--- config.mk ---
export PLATFORM = sky130hd
export DESIGN_NAME = mult16_seq_ctrl
export DESIGN_NICKNAME = d
export VERILOG_FILES = /design/src/rtl/mult16_seq_ctrl.sv
export SDC_FILE = /design/constraint.sdc
export NUM_CORES = 1
export LEC_CHECK = 0
export BUFFER_PORTS_ARGS = -buffer_cell sky130_fd_sc_hd__clkbuf_2
export CAP_MARGIN = 20
export CORE_UTILIZATION = 45
export CTS_BUF_LIST = sky130_fd_sc_hd__clkbuf_8
export DETAILED_ROUTE_END_ITERATION = 8
export PLACE_DENSITY = 0.72
export SYNTH_ARGS = -nofsm -noshare
export SYNTH_HDL_FRONTEND = slang
export SYNTH_SLANG_ARGS = --single-unit
--- constraint.sdc ---
create_clock -name clk -period 2.5 [get_ports clk]
set_input_delay 0.25 -clock clk [delete_from_list [all_inputs] [get_ports clk]]
set_output_delay 0.25 -clock clk [all_outputs]
set_load 0.02 [all_outputs]
--- src/rtl/mult16_seq_ctrl.sv ---
// -----------------------------------------------------------------------------
// mult16_seq_ctrl
// Upstream sequencer for the 16x16 shift-add multiplier.
//  - Accepts operand pairs on a valid/ready interface.
//  - Clears the multiplier through mul_rst_n for one cycle before every
//    operation (the multiplier never clears its own accumulator).
//  - Holds mul_start until mul_done, then pushes mul_yout into a small result
//    FIFO that drains on a valid/ready interface in acceptance order.
//
// Optional build macro: MULT_SEQ_TIMEOUT_EN
//  - When defined, a RUN-state watchdog of TIMEOUT_CYC cycles abandons an
//    operation that never completes and pulses timeout_err for one cycle.
//  - When undefined, there is no watchdog and no timeout_err port.
// -----------------------------------------------------------------------------
module mult16_seq_ctrl #(
   parameter int RES_DEPTH   = 2,
   parameter int TIMEOUT_CYC = 24
) (
   input  logic        clk,
   input  logic        rst,
   input  logic        in_valid,
   output logic        in_ready,
   input  logic [15:0] in_a,
   input  logic [15:0] in_b,
   output logic        mul_rst_n,
   output logic        mul_start,
   output logic [15:0] mul_ain,
   output logic [15:0] mul_bin,
   input  logic [31:0] mul_yout,
   input  logic        mul_done,
   output logic        out_valid,
   input  logic        out_ready,
   output logic [31:0] out_y
`ifdef MULT_SEQ_TIMEOUT_EN
   ,
   output logic        timeout_err
`endif
);

   // ---------------------------------------------------------------------
   // Local constants
   // ---------------------------------------------------------------------
   localparam int PTR_W = $clog2(RES_DEPTH);
   localparam int CNT_W = PTR_W + 1;

   localparam logic [PTR_W-1:0] PTR_ONE = PTR_W'(1);
   localparam logic [CNT_W-1:0] CNT_ONE = CNT_W'(1);
   localparam logic [CNT_W-1:0] CNT_ZERO = CNT_W'(0);
   localparam logic [CNT_W-1:0] DEPTH_C = CNT_W'(RES_DEPTH);

   localparam logic [1:0] ST_IDLE = 2'd0;
   localparam logic [1:0] ST_CLR  = 2'd1;
   localparam logic [1:0] ST_RUN  = 2'd2;

   // Reject configurations the FIFO pointer arithmetic cannot support.
   if ((RES_DEPTH < 2) || ((RES_DEPTH & (RES_DEPTH - 1)) != 0)) begin : g_bad_depth
      $error("mult16_seq_ctrl: RES_DEPTH must be a power of 2 and at least 2");
   end
   if (TIMEOUT_CYC < 1) begin : g_bad_timeout
      $error("mult16_seq_ctrl: TIMEOUT_CYC must be at least 1");
   end

   // ---------------------------------------------------------------------
   // State
   // ---------------------------------------------------------------------
   logic [1:0]        state_q;
   logic [1:0]        state_d;
   logic [15:0]       ain_q;
   logic [15:0]       ain_d;
   logic [15:0]       bin_q;
   logic [15:0]       bin_d;
   logic              mul_rst_n_q;
   logic              mul_rst_n_d;
   logic              mul_start_q;
   logic              mul_start_d;
   logic              in_ready_q;
   logic              in_ready_d;

   logic [31:0]       mem_q [RES_DEPTH];
   logic [PTR_W-1:0]  wr_ptr_q;
   logic [PTR_W-1:0]  wr_ptr_d;
   logic [PTR_W-1:0]  rd_ptr_q;
   logic [PTR_W-1:0]  rd_ptr_d;
   logic [CNT_W-1:0]  count_q;
   logic [CNT_W-1:0]  count_d;
   logic              out_valid_q;
   logic              out_valid_d;
   logic [31:0]       out_y_q;
   logic [31:0]       out_y_d;

   logic              accept_s;
   logic              push_s;
   logic              pop_s;
   logic              timeout_s;
   logic [31:0]       head_s;

   // ---------------------------------------------------------------------
   // Handshake qualifiers
   // ---------------------------------------------------------------------
   // in_ready_q is only ever set for IDLE, the state test keeps it explicit.
   assign accept_s = in_valid & in_ready_q & (state_q == ST_IDLE);
   // mul_done is only meaningful while an operation is running.
   assign push_s   = (state_q == ST_RUN) & mul_done;
   assign pop_s    = out_valid_q & out_ready;

`ifdef MULT_SEQ_TIMEOUT_EN
   // ---------------------------------------------------------------------
   // RUN-state watchdog
   // ---------------------------------------------------------------------
   localparam int TMO_W = $clog2(TIMEOUT_CYC + 1);
   localparam logic [TMO_W-1:0] TMO_LAST = TMO_W'(TIMEOUT_CYC - 1);
   localparam logic [TMO_W-1:0] TMO_ONE  = TMO_W'(1);

   logic [TMO_W-1:0]  tmo_cnt_q;
   logic [TMO_W-1:0]  tmo_cnt_d;
   logic              timeout_err_q;

   // Fires in the last permitted RUN cycle if the multiplier is still busy.
   assign timeout_s = (state_q == ST_RUN) & ~mul_done & (tmo_cnt_q == TMO_LAST);

   // Watchdog next count: zero outside RUN so every RUN entry starts at 0.
   always_comb begin
      tmo_cnt_d = tmo_cnt_q;
      if (state_q == ST_RUN) begin
         tmo_cnt_d = tmo_cnt_q + TMO_ONE;
      end else begin
         tmo_cnt_d = {TMO_W{1'b0}};
      end
   end

   // Watchdog counter and one-cycle error pulse register.
   always_ff @(posedge clk) begin
      if (rst) begin
         tmo_cnt_q     <= {TMO_W{1'b0}};
         timeout_err_q <= 1'b0;
      end else begin
         tmo_cnt_q     <= tmo_cnt_d;
         timeout_err_q <= timeout_s;
      end
   end

   assign timeout_err = timeout_err_q;
`else
   assign timeout_s = 1'b0;
`endif

   // ---------------------------------------------------------------------
   // Sequencer FSM
   // ---------------------------------------------------------------------
   // Next state: IDLE -> CLR on acceptance, CLR -> RUN always, RUN -> IDLE
   // on completion (or watchdog expiry when built in).
   always_comb begin
      state_d = state_q;
      case (state_q)
         ST_IDLE: begin
            if (accept_s) begin
               state_d = ST_CLR;
            end else begin
               state_d = ST_IDLE;
            end
         end
         ST_CLR: begin
            state_d = ST_RUN;
         end
         ST_RUN: begin
            if (mul_done || timeout_s) begin
               state_d = ST_IDLE;
            end else begin
               state_d = ST_RUN;
            end
         end
         default: begin
            state_d = ST_IDLE;
         end
      endcase
   end

   // Operand capture and registered multiplier / input-side controls.
   always_comb begin
      if (accept_s) begin
         ain_d = in_a;
         bin_d = in_b;
      end else begin
         ain_d = ain_q;
         bin_d = bin_q;
      end
      // The multiplier is held in reset exactly while we sit in CLR.
      mul_rst_n_d = (state_d != ST_CLR);
      mul_start_d = (state_d == ST_RUN);
      // A full FIFO only blocks new work; a running operation still completes.
      in_ready_d  = (state_d == ST_IDLE) && (count_d != DEPTH_C);
   end

   // Sequencer state, operand and control registers.
   always_ff @(posedge clk) begin
      if (rst) begin
         state_q     <= ST_IDLE;
         ain_q       <= 16'd0;
         bin_q       <= 16'd0;
         mul_rst_n_q <= 1'b0;
         mul_start_q <= 1'b0;
         in_ready_q  <= 1'b0;
      end else begin
         state_q     <= state_d;
         ain_q       <= ain_d;
         bin_q       <= bin_d;
         mul_rst_n_q <= mul_rst_n_d;
         mul_start_q <= mul_start_d;
         in_ready_q  <= in_ready_d;
      end
   end

   // ---------------------------------------------------------------------
   // Result FIFO
   // ---------------------------------------------------------------------
   // Pointer and occupancy update; push and pop together leave count as is.
   always_comb begin
      if (push_s) begin
         wr_ptr_d = wr_ptr_q + PTR_ONE;
      end else begin
         wr_ptr_d = wr_ptr_q;
      end
      if (pop_s) begin
         rd_ptr_d = rd_ptr_q + PTR_ONE;
      end else begin
         rd_ptr_d = rd_ptr_q;
      end
      case ({push_s, pop_s})
         2'b10:   count_d = count_q + CNT_ONE;
         2'b01:   count_d = count_q - CNT_ONE;
         default: count_d = count_q;
      endcase
   end

   // Registered head: the entry at the next read pointer, including a value
   // being written this very cycle into that slot.
   always_comb begin
      if (push_s && (wr_ptr_q == rd_ptr_d)) begin
         head_s = mul_yout;
      end else begin
         head_s = mem_q[rd_ptr_d];
      end
      out_valid_d = (count_d != CNT_ZERO);
      if (out_valid_d) begin
         out_y_d = head_s;
      end else begin
         out_y_d = 32'd0;
      end
   end

   // FIFO storage, pointers and registered output stage.
   always_ff @(posedge clk) begin
      if (rst) begin
         for (int i = 0; i < RES_DEPTH; i++) begin
            mem_q[i] <= 32'd0;
         end
         wr_ptr_q    <= {PTR_W{1'b0}};
         rd_ptr_q    <= {PTR_W{1'b0}};
         count_q     <= CNT_ZERO;
         out_valid_q <= 1'b0;
         out_y_q     <= 32'd0;
      end else begin
         if (push_s) begin
            mem_q[wr_ptr_q] <= mul_yout;
         end
         wr_ptr_q    <= wr_ptr_d;
         rd_ptr_q    <= rd_ptr_d;
         count_q     <= count_d;
         out_valid_q <= out_valid_d;
         out_y_q     <= out_y_d;
      end
   end

   // ---------------------------------------------------------------------
   // Outputs
   // ---------------------------------------------------------------------
   assign in_ready  = in_ready_q;
   assign mul_rst_n = mul_rst_n_q;
   assign mul_start = mul_start_q;
   assign mul_ain   = ain_q;
   assign mul_bin   = bin_q;
   assign out_valid = out_valid_q;
   assign out_y     = out_y_q;

endmodule
Word level (Yosys, flattened, before mapping)
Memory sizes are Yosys's and may differ from the RTL's. A register that Yosys moved wholly into a read port is not among the register bits. Cells that the tools add are included.

Logic and storage cells: 46. Input port bits: 69. Memories kept: 1. Register bits: 42. Bits in writable memories: 64.

Memory list: mem_q (depth 2, bits a word 32, rd ports 1, clocked after Yosys merged registers in 1, wr ports 2, RTL line 79) `logic [31:0] mem_q [RES_DEPTH];`.

Bitwise gates (word level): 5. $add $sub $neg: 4. Reduce and logical (&&, ||, !) cells: 6. Multiplexer cells: 13. Eq/ne operators: 7.

Operators with widths (number): $mux W32 (1); $reduce_or A32 Y1 (1); $mux W1 (9); $eq A2 B2 Y1 const B (3); $pmux W2 S3 (1); $and A1 B1 Y1 (4); $eq A2 B1 Y1 const B (2); $logic_not A2 Y1 (2); $pmux W2 S2 (1); $add A1 B1 Y1 const B (2); $add A2 B1 Y2 const B (1); $mux W2 (1); $ne A2 B1 Y1 const B (1); $ne A2 B2 Y1 const B (1); $reduce_bool A2 Y1 (1); $reduce_or A2 Y1 (1); $sub A2 B1 Y2 const B (1); $logic_and A1 B1 Y1 (1); $not A1 Y1 (1).

Depth between registers and ports, before layout
Depth after elaboration: 7. Gate-level depth with buffers: 8. Depth with buffers taken out: 7.

Worst setup path after synthesis
Ideal clock, no wire load.

Kind: reg-to-reg. Start point: reg state_q[1]. End point: mem mem_q[0][0] (enable). Slack: -135 ps. Stages on the path, launching flop included: 4. Data required time: 2072 ps. Arrival time: 2207 ps. Library setup time: 428 ps. Buffers on the path: 0. Path through: dfxtp_1 nand2_1 or2_1 o21bai_1.

RTL lines: start: declaration (RTL line 66) `logic [1:0] state_q;`; start signal: assignment (RTL line 204) `state_q <= state_d;`; end: declaration (RTL line 79).

Final worst setup path
Start point: reg state_q[1]. End point: reg out_y_q[5], in the netlist out_y[5], read port of mem_q.

Cells in the longest elaborated chain, start to end: 7.

Ends and longest elaborated chain: $eq A2 B2 Y1 * (RTL line 103) `assign push_s = (state_q == ST_RUN) & mul_done;`; $and A1 B1 Y1 * (RTL line 103); $eq A2 B1 Y1 / $eq A2 B2 Y1 (equally long branches) (RTL line 228) `case ({push_s, pop_s})`; $pmux W2 S2 * (RTL line 228); $reduce_bool A2 Y1 * (RTL line 243) `out_valid_d = (count_d != CNT_ZERO);`; $not A1 Y1 (no source line) *; $reduce_or A2 Y1 (no source line) *; end: declaration (RTL line 88) `logic [31:0] out_y_q;`.

Mark *: on every way between the ends. The rest lies on a longest branch, timed or not. A chain may end at the register's enable or synchronous reset.

==> metrics.yaml <==
die:
  die_area_um2: 12500
  io_pins: 137
  die_x_um: 112
  core_um2: 11600
  dieHeight_um: 112
  rows: 39
  start_util_pct: 46.7
worst_hold_path:
  min_delay_worst_endpoint: "mul_ain[9]"
  worstHoldStart: "in_a[9]"
  hp-class: "input port to register"
  whs_path_depth: 2
worst_setup_path:
  crit_chain: "nand2_1 -> or2_1 -> ha_1 -> nor2b_1 -> a21oi_1 -> o21ai_4 -> buf_4 -> a211oi_2"
  critical_path_buf_inv_count: 1
  cp_max_fo: 15
  cp-end-kind: "register"
  reg2regPathDepth: 8
  cp_slowest_cell: "dfxtp_1"
  r2r-end: "out_y[5]"
  cpPeakStageDelay_ps: 360
  critPathArrivalTime_ps: 2550
  critPathKind: "register to register"
  reg2reg_slack_ps: 240
  start_kind: "register"
  worstSetupPathDepth: 8
  cpLargestDelayFamily: "simple AND/OR/NAND/NOR gates"
  cp.required_ps: 2790
  crit_start: "state_q[1]"
  reg2reg_from: "state_q[1]"
synth:
  synth_top_area_share_pct: 35.6
  synth_simple_gate_area_share_pct: 12.4
  synth.distinct_cells: 35
  synth_top_family_by_area: "compound AO/OA/AOI/OAI gates"
  ys_seq_area_share_pct: 63.0
  yosysWarnings: 0
  synth_area_um2: 5400
  synthCells: 405
  synth_compound_area_share_pct: 13.5
  synthTopCellsByArea: "edfxtp_1 36%, dfxtp_1 27%, and3_1 7.4%"
  synthMuxAreaShare_pct: 5.93
  syn_nets: 475
  synth_top_cell_by_area: "edfxtp_1"
  ys_ff_latch: 138
  synth_xor_area_share_pct: 1.41
  avgSynthCellArea_um2: 13.3
  synth_fa_ha_area_share_pct: 0.232
run_status:
  violations: "design-rule violations"
  outcome: "complete, but fails checks"
routing:
  first_pass_iters: 8
  wirelength_mm: 12.0
  vias_per_cell: 5.40
  drc_errors: 5
  drtAntennaViolNets: 0
  wl_per_cell_um: 17.2
  drt-initial-drc-count: 204
  via_count: 3775
clock_tree:
  htree_levels: 4
  cts_root_buf: "clkbuf_8"
  cts_buffers: 17
  cts_num_sinks: 138
  clk_pin_slew_ps: 70
  clock_latency_ps: 440
  cts_tree: "built"
  clk_path_buf_depth: 2
sta:
  finalSetupViolations: 0
  fin_crit_ps: 2260
  period_share_pct: 90.5
  relSlewSlack_pct: 62.1
  drv_slew: 0
  tns_ps: 0
  worst-slew-pin-transition_ps: 567
  finalHoldViolCount: 0
  rsz0062_at_grt: "false"
  clock_skew_ps: 9.97
  max_freq_ghz: 0.442
grt:
  grt_pass1_vias: 3844
  grt_pass1_wl_mm: 19.1
  antenna_found_initial: 0
  track_usage_pct: 20.1
  grt_start_max_net_pins: 35
  overflow: 0
power_and_ir_drop:
  clockPowerShare_pct: 39.2
  seqPwrFrac_pct: 51.9
  irDropWorstVdd_mv: 0.509
  p_sw_mw: 1.10
  p_sw_share_pct: 22.9
  p_int_mw: 3.68
  combinationalPowerShare_pct: 8.9
  power_leakage_nw: 3.16
  powerDensity_nw_per_um2: 710
layout:
  final_common_cell: "clkbuf_2"
  finalNetCount: 613
  stdcell_area_um2: 6740
  n_antenna_cell: 0
  final_cell_mix: "136 x clkbuf_2, 74 x dfxtp_1, 64 x and3_1, 64 x edfxtp_1, 33 x nor3_1"
  nFillCells: 942
  layout-drive-gt1-share_pct: 39.2
  area_growth_pct: 24.7
place:
  io_buffer_count: 136
  gp_congestion: 0.737
  post_dp_cell_area_um2: 6270
  dp_hpwl_mm: 7.22
flow_run:
  cap_violations: 0
[through the flow]
| step | std cells | util (%) | worst slack, ps | hold WS, ps | total power [mW] |
|---|---|---|---|---|---|
| after floorplan | 405 | - | 450 | 376 | 2.77 |
| after global placement | 662 | 54.2 | 392 | 459 | 2.94 |
| final | 699 | 58.2 | 238 | 17.8 | 4.78 |
| after global routing | 699 | 58.2 | 112 | 0.303 | 4.94 |
| after CTS | 698 | 58.2 | 262 | 0.285 | 4.82 |
| after detailed placement | 662 | 54.2 | 278 | 464 | 2.95 |
[metal layers]
layer	up-vias	track usage (%)	part of all wire, %
met3	13	7.08	6.9
li1	1815	-	-
met4	0	6.04	1.0
met2	139	34.2	50
met5	-	0	0
met1	1808	23.9	42
[worst max-delay path by stage]
stage	to	slack, ps
after floorplan	out_y[0]	450
after global placement	out_y[3]	390
after detailed placement	out_y[14]	280
after CTS	out_y[5]	260
after global routing	out_y[13]	110
final	out_y[5]	240
[what timing repair did]
action                                  in CTS  in global routing
hold buffers                                 4                  1
resized for setup                            0                  0
endpoints found under the setup margin       0                  0
setup buffers                                0                  0
endpoints found under the hold margin        4                  1
[registers in the layout (all words and copies together), names as in the netlist, 2 cells and up]
signal and count:
count_q 2, mem_q 64, mul_ain 16, mul_bin 16
out_y 32, state_q 2
[logic make-up (layout without fill, tap and decap cells)]
family,count (synthesis),count (layout)
compound gates,74,74
xor+xnor,5,5
fa+ha+maj,1,1
buf+inv,40,191
flops,138,138
mux,32,32
simple gates,115,115
[Yosys cell counts (all sizes together)]
library cell / number
or2: 1
a211oi: 32
dfxtp: 74
edfxtp: 64
a21o: 1
nand3: 1
nor2b: 2
xnor2: 4
nor3b: 1
nand2b: 1
a21oi: 3
o21ai: 2
xnor3: 1
nor3: 34
clkbuf: 20
a22o: 32
nor2: 6
nand2: 2
or3: 2
inv: 4
and3: 64
ha: 1
a31oi: 2
and2: 1
o21bai: 1
a221oi: 1
buf: 16
mux2i: 32
[power by group through the flow]
stage	Sequential (mW)	Clock (mW)	Combinational, mW
2_1_floorplan	2.58	0	0.185
3_3_place_gp	2.53	0	0.414
3_5_place_dp	2.53	0	0.420
4_1_cts	2.48	1.91	0.425
5_1_grt	2.49	2.00	0.454
6_report	2.48	1.87	0.424
[final cells by class]
type,count,area [µm²],share of cell area (%)
clock buffer,21,289,4.29
clock inverter,11,126,1.88
timing repair buffer,155,873,13.0
sequential,138,3400,50.5
tap,143,179,2.66
multi-input combinational,227,1850,27.5
inverter,4,15.0,0.223
Note: power is estimated with default switching activity, not from simulation.
